$ cat src/rtl/pwr_ctrl_pkg.sv
// Shared types and constants for the power-request controller.
package pwr_ctrl_pkg;

  localparam int unsigned CNT_W = 8;

  typedef enum logic [2:0] {
    StRun     = 3'd0,
    StQuiesce = 3'd1,
    StDownSeq = 3'd2,
    StOff     = 3'd3,
    StUpSeq   = 3'd4
  } pd_state_e;

endpackage

$ cat src/rtl/pwr_req_timer.sv
// Loadable saturating up-counter with a terminal (>=) compare.
module pwr_req_timer
  import pwr_ctrl_pkg::*;
(
  input  logic             clk,
  input  logic             reset,
  input  logic             i_clr,
  input  logic             i_inc,
  input  logic [CNT_W-1:0] i_term,
  output logic [CNT_W-1:0] o_cnt,
  output logic             o_hit
);

  logic [CNT_W-1:0] r_cnt;

  always_ff @(posedge clk) begin
    if (reset) begin
      r_cnt <= '0;
    end else if (i_clr) begin
      r_cnt <= '0;
    end else if (i_inc && (r_cnt != '1)) begin
      r_cnt <= r_cnt + 1'b1;
    end
  end

  assign o_cnt = r_cnt;
  assign o_hit = (r_cnt >= i_term);

endmodule

$ cat src/rtl/pwr_req_ctrl.sv
// Power-request stage: idle/software power-down with quiesce handshake, held
// sequencer levels on pwr_sig, minimum off time and wake-driven power-up.
module pwr_req_ctrl
  import pwr_ctrl_pkg::*;
#(
  parameter int unsigned IDLE_CYCLES = 16,
  parameter int unsigned SEQ_CYCLES  = 3,
  parameter int unsigned MIN_OFF     = 8,
  parameter int unsigned ACK_TIMEOUT = 32
) (
  input  logic       clk,
  input  logic       reset,
  input  logic       pd_en,
  input  logic       busy,
  input  logic       sw_pd_req,
  input  logic       wake_req,
  input  logic       quiesce_ack,
  output logic       pwr_sig,
  output logic       quiesce_req,
  output logic       domain_off,
  output logic       domain_on,
  output logic       abort,
  output logic [2:0] pd_state
);

  pd_state_e        r_state;
  pd_state_e        w_state_d;
  logic             r_pwr_sig;
  logic             r_quiesce_req;
  logic             r_domain_off;
  logic             r_domain_on;
  logic             r_abort;
  logic             w_abort;
  logic             w_clr;
  logic             w_inc;
  logic             w_hit;
  logic             w_idle;
  logic [CNT_W-1:0] w_term;
  logic [CNT_W-1:0] w_cnt;

  assign w_idle = pd_en & ~busy;

  pwr_req_timer u_timer (
    .clk    (clk),
    .reset  (reset),
    .i_clr  (w_clr),
    .i_inc  (w_inc),
    .i_term (w_term),
    .o_cnt  (w_cnt),
    .o_hit  (w_hit)
  );

  always_comb begin
    w_state_d = r_state;
    w_inc     = 1'b1;
    w_clr     = 1'b0;
    w_term    = '0;
    w_abort   = 1'b0;
    unique case (r_state)
      StRun: begin
        w_term = CNT_W'(IDLE_CYCLES - 1);
        // A pending wake blocks power-down and restarts the idle window.
        if (wake_req) begin
          w_clr = 1'b1;
        end else if (sw_pd_req) begin
          w_state_d = StQuiesce;
        end else if (w_idle) begin
          if (w_hit) w_state_d = StQuiesce;
        end else begin
          w_clr = 1'b1;
        end
      end
      StQuiesce: begin
        w_term = CNT_W'(ACK_TIMEOUT - 1);
        if (quiesce_ack) begin
          w_state_d = StDownSeq;
        end else if (wake_req) begin
          w_state_d = StRun;
        end else if (w_hit) begin
          w_state_d = StRun;
          w_abort   = 1'b1;
        end
      end
      StDownSeq: begin
        w_term = CNT_W'(SEQ_CYCLES - 1);
        if (w_hit) w_state_d = StOff;
      end
      StOff: begin
        // Counter saturates, so a wake held past the minimum is still honoured.
        w_term = CNT_W'(MIN_OFF - 1);
        if (w_hit && wake_req) w_state_d = StUpSeq;
      end
      StUpSeq: begin
        w_term = CNT_W'(SEQ_CYCLES - 1);
        if (w_hit) w_state_d = StRun;
      end
      default: w_state_d = StRun;
    endcase
    if (w_state_d != r_state) w_clr = 1'b1;
  end

  always_ff @(posedge clk) begin
    if (reset) begin
      r_state       <= StRun;
      r_pwr_sig     <= 1'b0;
      r_quiesce_req <= 1'b0;
      r_domain_off  <= 1'b0;
      r_domain_on   <= 1'b1;
      r_abort       <= 1'b0;
    end else begin
      r_state       <= w_state_d;
      r_pwr_sig     <= (w_state_d == StDownSeq) || (w_state_d == StOff);
      r_quiesce_req <= (w_state_d != StRun);
      r_domain_off  <= (w_state_d == StOff);
      r_domain_on   <= (w_state_d == StRun);
      r_abort       <= w_abort;
    end
  end

  assign pwr_sig     = r_pwr_sig;
  assign quiesce_req = r_quiesce_req;
  assign domain_off  = r_domain_off;
  assign domain_on   = r_domain_on;
  assign abort       = r_abort;
  assign pd_state    = r_state;

endmodule

$ cat config.mk
export PLATFORM = sky130hd
export DESIGN_NAME = pwr_req_ctrl
export DESIGN_NICKNAME = d
export VERILOG_FILES = /design/src/rtl/pwr_ctrl_pkg.sv /design/src/rtl/pwr_req_timer.sv /design/src/rtl/pwr_req_ctrl.sv
export SDC_FILE = /design/constraint.sdc
export NUM_CORES = 1
export LEC_CHECK = 0
export CAP_MARGIN = 15
export CORE_ASPECT_RATIO = 1.2
export CORE_UTILIZATION = 55
export CTS_BUF_LIST = sky130_fd_sc_hd__clkbuf_8
export DETAILED_ROUTE_END_ITERATION = 16
export PLACE_DENSITY = 0.9
export SLEW_MARGIN = 20
export SYNTH_ARGS = -nofsm -noshare
export SYNTH_HDL_FRONTEND = slang
export SYNTH_SLANG_ARGS = --single-unit
$ cat constraint.sdc
create_clock -name clk -period 5.3 [get_ports clk]
set_input_delay 0.53 -clock clk [delete_from_list [all_inputs] [get_ports clk]]
set_output_delay 0.53 -clock clk [all_outputs]
set_load 0.02 [all_outputs]
* Word level (Yosys, flattened, before mapping) *
Index checks and enable logic that the tools add are counted.

word-level totals
  word-level logic and storage cells = 45
  memories kept = 0
  bits of input ports = 7
  latch bits = 0
  output and inout bits = 8
  register bits = 16
  memory bits (read-only) = 0
  RAM bits = 0

operators by class
  $mul = 0
  div/mod/pow operators = 0
  equal/unequal tests = 8
  add/subtract/negate cells = 1
  reduce and logical (&&, ||, !) cells = 8
  magnitude comparators = 1
  bitwise logic cells = 3
  muxes and demuxes = 17
  shifts and indexed selects = 0

operators by type and width
  operator             count
  $mux 3               9
  $pmux 5 s4           1
  $pmux 3 s5           1
  $eq 3x2->1 const B   4
  $add 8x1->8 const B  1
  $ge 8x5->1           1
  $ne 8x8->1 const B   1
  $logic_not 3->1      2
  $mux 1               6
  $reduce_or 2->1      2
  $reduce_or 4->1      1
  $eq 3x1->1 const B   1
  $eq 3x3->1 const B   1
  $ne 3x3->1           1
  $reduce_bool 3->1    1
  $not 1->1            2
  $and 1x1->1          1
  $logic_and 1x1->1    1
  $logic_or 1x1->1     1

* Longest topological paths before layout *
  depth in word-level cells = 12
  depth in mapped cells = 10
  gate-level depth less buffers = 8

* Cells and area by module *
A second synthesis with hierarchy kept.

unflattened totals
  cell total of the unflattened synthesis = 115
  area total of the unflattened synthesis = 989.7 um2

modules (own cells, without submodules)
  module         area an instance (um2)  sequential area each (um2)  instances  cells an instance
  pwr_req_timer  606.8                   160.2                       1          72
  pwr_req_ctrl   382.9                   160.2                       1          43

* Worst setup path after synthesis *
No wires, ideal clock.

  kind = reg-to-reg
  from = reg r_state[0] (netlist: pd_state[0])
  to = reg u_timer.r_cnt[3] (netlist: u_timer.o_cnt[3])
  setup slack = 2.332 ns
  cell stages (with the launch flop) = 11
  library setup time = 0.079 ns
  arrival = 2.889 ns
  cells stage by stage = dfxtp_1 buf_2 buf_1 nor2_1 nor2b_1 ha_1 o311ai_0 a21oi_1 o41a_1 or4_4 a211oi_2

on the way
  longest elaborated chain between the ends = 12
  elaborated cells between the ends (all ways) = 23
  classes of those cells = order compare: 1; eq/ne: 5; mux: 13; reduce/logical: 4

ends and longest elaborated chain
  what                                      line                 RTL
  start, declared                           pwr_req_ctrl.sv:26   pd_state_e r_state;
  start signal, assigned                    pwr_req_ctrl.sv:104  r_state <= StRun;
  start signal, assigned                    pwr_req_ctrl.sv:111  r_state <= w_state_d;
  $eq 3x3->1 or $eq 3x2->1 (tied branches)  pwr_req_ctrl.sv:59   unique case (r_state)
  $reduce_or 2->1 (no line)                 n/a
  $pmux 5 s4                                pwr_req_ctrl.sv:59
  $ge 8x5->1                                pwr_req_timer.sv:27  assign o_hit = (r_cnt >= i_term);
  $mux 3                                    pwr_req_ctrl.sv:68   if (w_hit) w_state_d = StQuiesce;
  $mux 3                                    pwr_req_ctrl.sv:67   end else if (w_idle) begin
  $mux 3                                    pwr_req_ctrl.sv:65   end else if (sw_pd_req) begin
  $mux 3                                    pwr_req_ctrl.sv:63   if (wake_req) begin
  $pmux 3 s5                                pwr_req_ctrl.sv:59
  $ne 3x3->1                                pwr_req_ctrl.sv:99   if (w_state_d != r_state) w_clr = 1'b1;
  $mux 1 *                                  pwr_req_ctrl.sv:99
  $reduce_or 2->1 (no line) *               n/a
  end signal, assigned                      pwr_req_timer.sv:22  r_cnt <= r_cnt + 1'b1;
  end, declared                             pwr_req_timer.sv:14  logic [CNT_W-1:0] r_cnt;

Every way passes the cells marked *; elsewhere a longest branch is shown, timed or not.
A chain may end at the register's enable or synchronous reset.

* Final worst setup path *
Same ends and word-level chain as after synthesis.

==> flow_summary.yaml <==
global_routing:
  grt_pass1_vias: 863
  overflow: 0
  grt_util_met3: 0.0685
  antenna_found_initial: 0
  met1_usage: 0.318
  grt_max_degree: 23
  grt_pass1_wl_um: 3860
  globalRouteTotalUtil: 0.273
  grt_use_met2: 0.469
  busiest_layer: "met2"
yosys:
  ys_types: 45
  synth_area_leaders: "dfxtp_1, ha_1, a211oi_1, a21oi_1, mux2i_1"
  async_flop_share: 0
  synth-seq-cells: 16
  postSynthAreaPerCell_um2: 8.55
  yosys_warnings: 0
  synth_flop_cell: "dfxtp_1"
  synth_cells: 118
  synth_top_cells_by_count: "dfxtp_1, nor2_1, a211oi_1, a21oi_1, nand3_1"
  synth_fp_nets: 129
  synth_top_cell_area_share: 0.318
  synth_edf_count: 0
  synth-seq-area-share: 0.318
  netlist_area_um2: 1010
  synth_most_common_cell: "dfxtp_1"
  yosysTopAreaCell: "dfxtp_1"
detailed_routing:
  drt_iter0_markers: 12
  first_pass_iters: 4
  wl_per_cell_um: 15.9
  drc: 0
  avgViaCountPerCell: 6.36
  vias: 929
  antenna_left: 0
  totalWireLength_um: 2320
worst_setup_path:
  path_max_fanout: 22
  arrival_ns: 3.29
  r2r_slack_ns: 2.17
  crit_path_start_kind: "flip-flop"
  cp.required_ns: 5.46
  critical_path_class: "reg -> reg"
  crit_path_end_kind: "flip-flop"
timing:
  setup_tns_ns: 0
  post-route-period-util: 0.591
  max_slew.worst_pin.slew_ns: 0.708
  hold_ws_ns: 0.634
  timing.fmax_ghz: 0.319
  setup_violations: 0
  hold_violations: 0
  slew_violations: 0
  period_minus_slack_ns: 3.13
  setup_ws_ns: 2.17
  clock_skew_ns: 0.000700
  rsz0062_at_grt: "false"
  slew_headroom: 0.527
die:
  die_y_um: 48.9
  fp.dieW_um: 41.1
  initial_core_util: 0.600
  ios: 15
  core_area_um2: 1680
  dieArea_um2: 2010
  rows: 16
outcome:
  status: "completed"
final_layout:
  drive_above_1_share: 0.117
  num_antenna_cells: 0
  nets: 141
  stdcell_count: 146
  stdcell_area_um2: 1180
  fill_cells: 139
  final_util: 0.700
  layout-area-overhead-vs-synth_pct: 16.7
place:
  io_buffers: 14
  dp_slack_ns: 2.26
  post-dp-hpwl_um: 1720
  dpl-instance-area_um2: 1140
  globalplace.congestion: 0.799
  dp.cells: 143
clock_tree:
  clk_pin_slew_ns: 0.06
  htree_num_levels: 1
  cts_buffers: 3
  clockRootBuffer: "clkbuf_8"
  clk_latency_ns: 0.24
  cts-resized-gates: 0
  cts.sinks: 16
  clockBufferDepth: 2
  tritoncts: "built"
  post_cts_buffers: 0
  hold_buffers: 0
power_and_ir_drop:
  ir_worst_vdd_v: 0.000220
  leakagePower_nw: 0.403
  power.density_nw_per_um2: 212
  finalPower_mw: 0.249
job:
  maxCapViolCount: 0
worst_hold_path:
  hold_path.class: "reg -> reg"
where the power goes:
part           total [mW]  switching [mW]  internal (mW)
registers           0.129         0.00538          0.124
logic              0.0335          0.0178         0.0157
clock network      0.0867          0.0365         0.0502
total               0.249          0.0597          0.190
placed cells by master, fill, tap and decap left out, types with 4 or more instances in the layout:
cell type and count:
inv_1 5, clkdlybuf4s50_1 14, nor2_1 8, a211oi_1 6, nand3_1 6, a21oi_1 6, ha_1 4, nand2_1 5
nor3_1 4, or3_2 4, nor4_1 4, dfxtp_1 16
cells by family after synthesis:
group / count (synthesis) / synth area share
flops: 16 / 0.318
xor+xnor: 2 / 0.0174
buf+inv: 12 / 0.0533
compound gates: 32 / 0.237
simple gates: 49 / 0.295
mux: 3 / 0.0298
fa+ha+maj: 4 / 0.0496
worst max-delay path, stage by stage, from the launching register on:
cell and delay, ns:
dfxtp_1 0.77, nor2_1 0.12, nor2b_1 0.15, ha_1 0.24, o311ai_0 0.32, a21oi_1 0.18
o41a_1 0.45, or4_4 0.56, a211oi_2 0.23
state kept, by name, indices dropped and copies added, names as in the netlist:
signal / flops
u_timer.o_cnt: 8
domain_on: 1
pd_state: 3
abort: 1
pwr_sig: 1
domain_off: 1
quiesce_req: 1
per-layer routing:
layer  vias up  routed length [µm]
met4         0                  31
met3         6                  73
met2        24                1250
met5         -                   0
li1        470                   -
met1       429                 964
path summary, 6_finish.rpt:
kind                                       start          endpoint  cells past startpoint
worst max-delay path                 pd_state[0]  u_timer.o_cnt[3]                      8
worst min-delay path            u_timer.o_cnt[6]  u_timer.o_cnt[6]                      2
worst max register to register       pd_state[0]  u_timer.o_cnt[3]                      8
worst min register to register  u_timer.o_cnt[6]  u_timer.o_cnt[6]                      2
layout make-up:
cell class	instances	area (µm²)	area share
Tap cell	18	22.5	0.0191
Timing Repair Buffer	14	140	0.119
Multi-Input combinational cell	90	634	0.539
Clock buffer	3	41.3	0.0351
Sequential cell	16	320	0.272
Inverter	5	18.8	0.0159
(Power assumes the default switching activity.)
